[config.mk]
export PLATFORM = sky130hd
export DESIGN_NAME = cal_sched
export DESIGN_NICKNAME = d
export VERILOG_FILES = /design/src/rtl/cal_sched.sv
export SDC_FILE = /design/constraint.sdc
export NUM_CORES = 1
export LEC_CHECK = 0
export ABC_AREA = 1
export CAP_MARGIN = 15
export CORE_ASPECT_RATIO = 1.75
export CORE_MARGIN = 2
export CORE_UTILIZATION = 41
export CTS_BUF_LIST = sky130_fd_sc_hd__clkbuf_8 sky130_fd_sc_hd__clkbuf_16
export CTS_CLUSTER_DIAMETER = 80
export DETAILED_ROUTE_END_ITERATION = 7
export HOLD_SLACK_MARGIN = 0.06
export PLACE_DENSITY = 0.86
export SLEW_MARGIN = 15
export SYNTH_ARGS = -nofsm -noshare
export SYNTH_HDL_FRONTEND = slang
export SYNTH_SLANG_ARGS = --single-unit
[constraint.sdc]
create_clock -name clk -period 2.8 [get_ports clk]
set_clock_uncertainty 0.1 [all_clocks]
set_input_delay 0.56 -clock clk [delete_from_list [all_inputs] [get_ports clk]]
set_output_delay 0.56 -clock clk [all_outputs]
set_load 0.05 [all_outputs]
[src/rtl/cal_sched.sv]
// Round-robin scheduler sharing one external add/sub datapath among N_REQ requesters.
// Optional completed-operation counter (done_cnt) enabled by defining CAL_SCHED_CNT_EN.
module cal_sched #(
  parameter int unsigned N_REQ = 4
) (
  input  logic                   clk,
  input  logic                   rst_n,
  input  logic [N_REQ-1:0]       req_valid,
  input  logic [9*N_REQ-1:0]     req_op,
  output logic [N_REQ-1:0]       req_ready,
  output logic [1:0]             cal_a,
  output logic [1:0]             cal_b,
  output logic [1:0]             cal_c,
  output logic [1:0]             cal_d,
  output logic                   cal_sel,
  input  logic [7:0]             cal_out,
  output logic                   rsp_valid,
  output logic [1:0]             rsp_id,
  output logic [7:0]             rsp_data,
  input  logic                   rsp_ready
`ifdef CAL_SCHED_CNT_EN
  ,
  output logic [15:0]            done_cnt
`endif
);

  localparam int unsigned ID_W  = 2;
  localparam int unsigned OP_W  = 9;
  localparam int unsigned PAD_W = 4;

  typedef enum logic [1:0] {
    IDLE  = 2'd0,
    ISSUE = 2'd1,
    RESP  = 2'd2
  } state_t;

  state_t            state;
  logic [ID_W-1:0]   last_id;
  logic [ID_W-1:0]   win_id;
  logic              win_found;
  logic [PAD_W-1:0]  vld_pad;
  logic [OP_W-1:0]   win_op;
  logic              xfer;
  int unsigned       idx;

  // Round-robin search starting one past the last granted requester.
  always_comb begin
    vld_pad   = PAD_W'(req_valid);
    win_found = 1'b0;
    win_id    = '0;
    idx       = 0;
    for (int unsigned k = 0; k < N_REQ; k++) begin
      idx = (32'(last_id) + 32'd1 + k) % N_REQ;
      if (!win_found && vld_pad[ID_W'(idx)]) begin
        win_found = 1'b1;
        win_id    = ID_W'(idx);
      end
    end
  end

  always_comb begin
    win_op = OP_W'(req_op >> (OP_W * 32'(win_id)));
  end

  // Grant strobe is combinational and forced low while reset is asserted.
  always_comb begin
    req_ready = '0;
    if (rst_n && (state == IDLE) && win_found) begin
      req_ready = N_REQ'(1) << win_id;
    end
  end

  assign xfer = |(req_valid & req_ready);

  always_ff @(posedge clk or negedge rst_n) begin
    if (!rst_n) begin
      state     <= IDLE;
      last_id   <= ID_W'(N_REQ - 1);
      cal_a     <= '0;
      cal_b     <= '0;
      cal_c     <= '0;
      cal_d     <= '0;
      cal_sel   <= 1'b0;
      rsp_valid <= 1'b0;
      rsp_id    <= '0;
      rsp_data  <= '0;
    end else begin
      case (state)
        IDLE: begin
          if (xfer) begin
            cal_sel <= win_op[0];
            cal_a   <= win_op[2:1];
            cal_b   <= win_op[4:3];
            cal_c   <= win_op[6:5];
            cal_d   <= win_op[8:7];
            last_id <= win_id;
            rsp_id  <= win_id;
            state   <= ISSUE;
          end
        end
        ISSUE: begin
          rsp_data  <= cal_out;
          rsp_valid <= 1'b1;
          state     <= RESP;
        end
        RESP: begin
          if (rsp_valid && rsp_ready) begin
            rsp_valid <= 1'b0;
            state     <= IDLE;
          end
        end
        default: state <= IDLE;
      endcase
    end
  end

`ifdef CAL_SCHED_CNT_EN
  // Saturating count of accepted responses.
  always_ff @(posedge clk or negedge rst_n) begin
    if (!rst_n) begin
      done_cnt <= '0;
    end else if (rsp_valid && rsp_ready && (done_cnt != 16'hFFFF)) begin
      done_cnt <= done_cnt + 16'd1;
    end
  end
`endif

endmodule

==> out/qor.csv <==
stage,metric,value,unit
floorplanning,Ports,75,
power_and_ir_drop,worst vdd ir,0.389,mV
cells_and_area,Non-Filler Instances,378,
setup_path,critical path peak fanout,6,
floorplanning,Chip Width,50.5,µm
grt,gr ovfl total,0,
clock_tree,cts bufs inserted,3,
logic_synthesis,post-synth net total,293,
clock_tree,CTS Root Cell,clkbuf_8,
setup_path,crit-path leading delay family,simple AND/OR/NAND/NOR gates,
cells_and_area,Ant. Diodes,0,
grt,vias in the first global route,1760,
sta,fin worst setup slack,-0.0505,ns
power_and_ir_drop,Final Power,0.000720,W
logic_synthesis,cell count after synthesis,242,
sta,Final setup viols,4,
grt,pin count of the biggest net entering global routing,25,
placed_design,RD Place Congestion,0.797,
sta,RSZ-0062 raised after global routing,yes,
placed_design,placed wire-length estimate,3350,µm
sta,Hold Slack,0.381,ns
clock_tree,CTS max path bufs,2,
setup_path,Crit. End Element,output port,
setup_path,Crit path largest cell delay,0.54,ns
setup_path,Crit-path slowest cell,dfstp_2,
floorplanning,Die Y,85.4,µm
floorplanning,die area,0.00431,mm²
sta,Rel. slew slack,0.650,
setup_path,crit-path most repeated cell,nand2_2,
clock_tree,clock-pin transition on the worst setup and hold timing paths,0.07,ns
detailed_routing,initial detailed-routing violation count,44,
placed_design,Port Buffer Count,74,
placed_design,placed cells,367,
worst_hold_path,Hold WC Path Type,reg -> reg,
run_status,failing checks,setup timing,
logic_synthesis,mean post-synth cell area,6.42,µm²
detailed_routing,DR vias,1836,
sta,fmax,351,MHz
setup_path,Setup CP Type,reg -> out,
logic_synthesis,cell taking the most area after synthesis,nand2_1,
floorplanning,row cnt,29,
cells_and_area,Final nets,384,
sta,Worst Tran Pin Value,0.523,ns
cells_and_area,utilization after layout,0.728,
setup_path,Crit path buffers/inverters,4,
run_status,status,finished with violations,
clock_tree,Sink Count,24,
clock_tree,CTS tree,done,
cells_and_area,area added between synthesis and finish,70.0,%
logic_synthesis,share of the synthesized area in the top cell type,0.355,
sta,Pins Over Slew Limit,0,
grt,antenna violations before repair,0,
detailed_routing,Pre-antenna DRT Iters,5,
sta,Final min period,2.85,ns
logic_synthesis,library cells used by synthesis,22,
cells_and_area,"most common cell after layout, fill and taps aside",nand2_1,
clock_tree,Clock H-tree levels,1,
floorplanning,Starting Density,0.428,
sta,sum of negative setup slack,-0.137,ns
power_and_ir_drop,leakage power,1.36,nW
clock_tree,clk_lat worst skew,0.26,ns
grt,global-route wire length before repair,7260,µm
floorplanning,Core Box Area,0.00363,mm²
logic_synthesis,synth warn,0,
cells_and_area,"commonest non-fill, non-tap cells in the layout","138 x nand2_1, 66 x clkdlybuf4s50_1, 22 x nand3_1, 22 x dfrtp_1, 19 x buf_4",
sta,fin crit share,1.02,
sta,final hold vios,0,
cells_and_area,share of cells above drive strength 1,0.196,
logic_synthesis,Synth area leaders,"nand2_1 36%, dfrtp_1 35%, nand3_1 7.4%, dfstp_2 3.4%, nand2_2 3.2%",
logic_synthesis,"FF+latch count, synth",24,
detailed_routing,"antenna viol nets, final",0,
detailed_routing,DRC,0,
grt,gr usage total,0.210,
power_and_ir_drop,Cell Pwr Density,273,mW/mm²
setup_path,crit path DAT,2.19,ns
logic_synthesis,synthesized area,0.00155,mm²
job,Max-Cap Viols,0,
setup_path,CP startpoint kind,flip-flop,
logic_synthesis,"Seq/Total Area, Yosys",0.388,
detailed_routing,wire length per cell,12.0,µm
detailed_routing,routed vias/inst,4.86,
setup_path,worst path cell trace,"inv_2, nand2_1, nand2_2, nand2_2, nand2_4, buf_4, a21oi_2, nand2_2, nand2_4, inv_1, nor3_4, clkbuf_16",
setup_path,Worst Path Required,2.14,ns
detailed_routing,Routed Wire Length,4540,µm
-- cell usage after synthesis (all sizes together) --
cell,count
clkbuf,1
dfrtp,22
o21ai,4
buf,7
nand3,24
nand4,1
nand3b,1
a21oi,1
nor2,6
nand2,157
clkinv,1
dfstp,2
nor3,4
inv,11
-- per-layer routing --
metal / vias to the layer above / GRT usage / routed length, µm
met1: 812 / 0.249 / 1870
met2: 84 / 0.367 / 2200
met5: - / 0 / 0
met4: 0 / 0.0885 / 108
li1: 930 / - / -
met3: 10 / 0.0352 / 361
-- report_power, final --
group          switching (W)  internal (W)
Clock              0.0000989     0.0000979
Combinational      0.0000790     0.0000977
Sequential                 0      0.000347
-- registers in the layout (all words and copies together), names as in the netlist --
| signal | flops |
|---|---|
| state | 2 |
| rsp_id | 2 |
| cal_sel | 1 |
| rsp_data | 8 |
| cal_c | 2 |
| last_id | 2 |
| cal_d | 2 |
| rsp_valid | 1 |
| cal_b | 2 |
| cal_a | 2 |
-- metrics by stage --
stage / cell area [µm²] / worst slack, ns
3_5_place_dp: 2450 / -0.152
2_1_floorplan: 1570 / -0.383
3_3_place_gp: 2450 / -0.118
6_report: 2640 / -0.0505
5_1_grt: 2640 / -0.155
4_1_cts: 2580 / -0.0351
-- kinds of logic (layout without fill, tap and decap cells) --
logic type / after synthesis / count (layout) / synth area share
flops: 24 / 24 / 0.388
compound gates: 5 / 5 / 0.0185
buf+inv: 20 / 110 / 0.0653
simple gates: 193 / 193 / 0.528
-- repair_timing --
item                                   4_1_cts  5_1_grt
hold buffers                                 0        0
gates resized for setup                     14       17
setup endpoints to repair                    4        4
endpoints found under the hold margin        0        0
pin swaps                                   10       12
buffers inserted                             7        0
-- worst reg2reg max path, cell delays in order, from the launching register on --
cell and delay [ns]:
dfstp_2 0.57, buf_6 0.13, nand2_1 0.09, nand2_2 0.10, nand2_1 0.07, nand2_2 0.10, inv_2 0.06, nand3b_1 0.14
nand4_4 0.21, buf_4 0.24, inv_1 0.29, nand2_1 0.12, o21ai_0 0.10
-- worst paths after layout --
check,slack [ns],start,depth (start not counted),endpoint
worst min register to register,0.38,rsp_data[6],2,rsp_data[6]
max in group asynchronous,1.67,rst_n,2,last_id[0]
worst max register to register,0.39,last_id[0],12,last_id[0]
worst max-delay path,-0.05,last_id[1],12,req_ready[0]
worst min-delay path,0.38,rsp_data[6],2,rsp_data[6]
min in group asynchronous,0.66,rst_n,2,state[0]
-- layout make-up --
type | count | area (µm²)
inverter | 12 | 47.5
timing repair buffer | 94 | 935
fill | 284 | 988
multi-input combinational | 198 | 952
sequential | 24 | 603
clock inverter | 1 | 3.75
tap | 46 | 57.6
clock buffer | 3 | 41.3
Power figures use the tool's default switching activity.
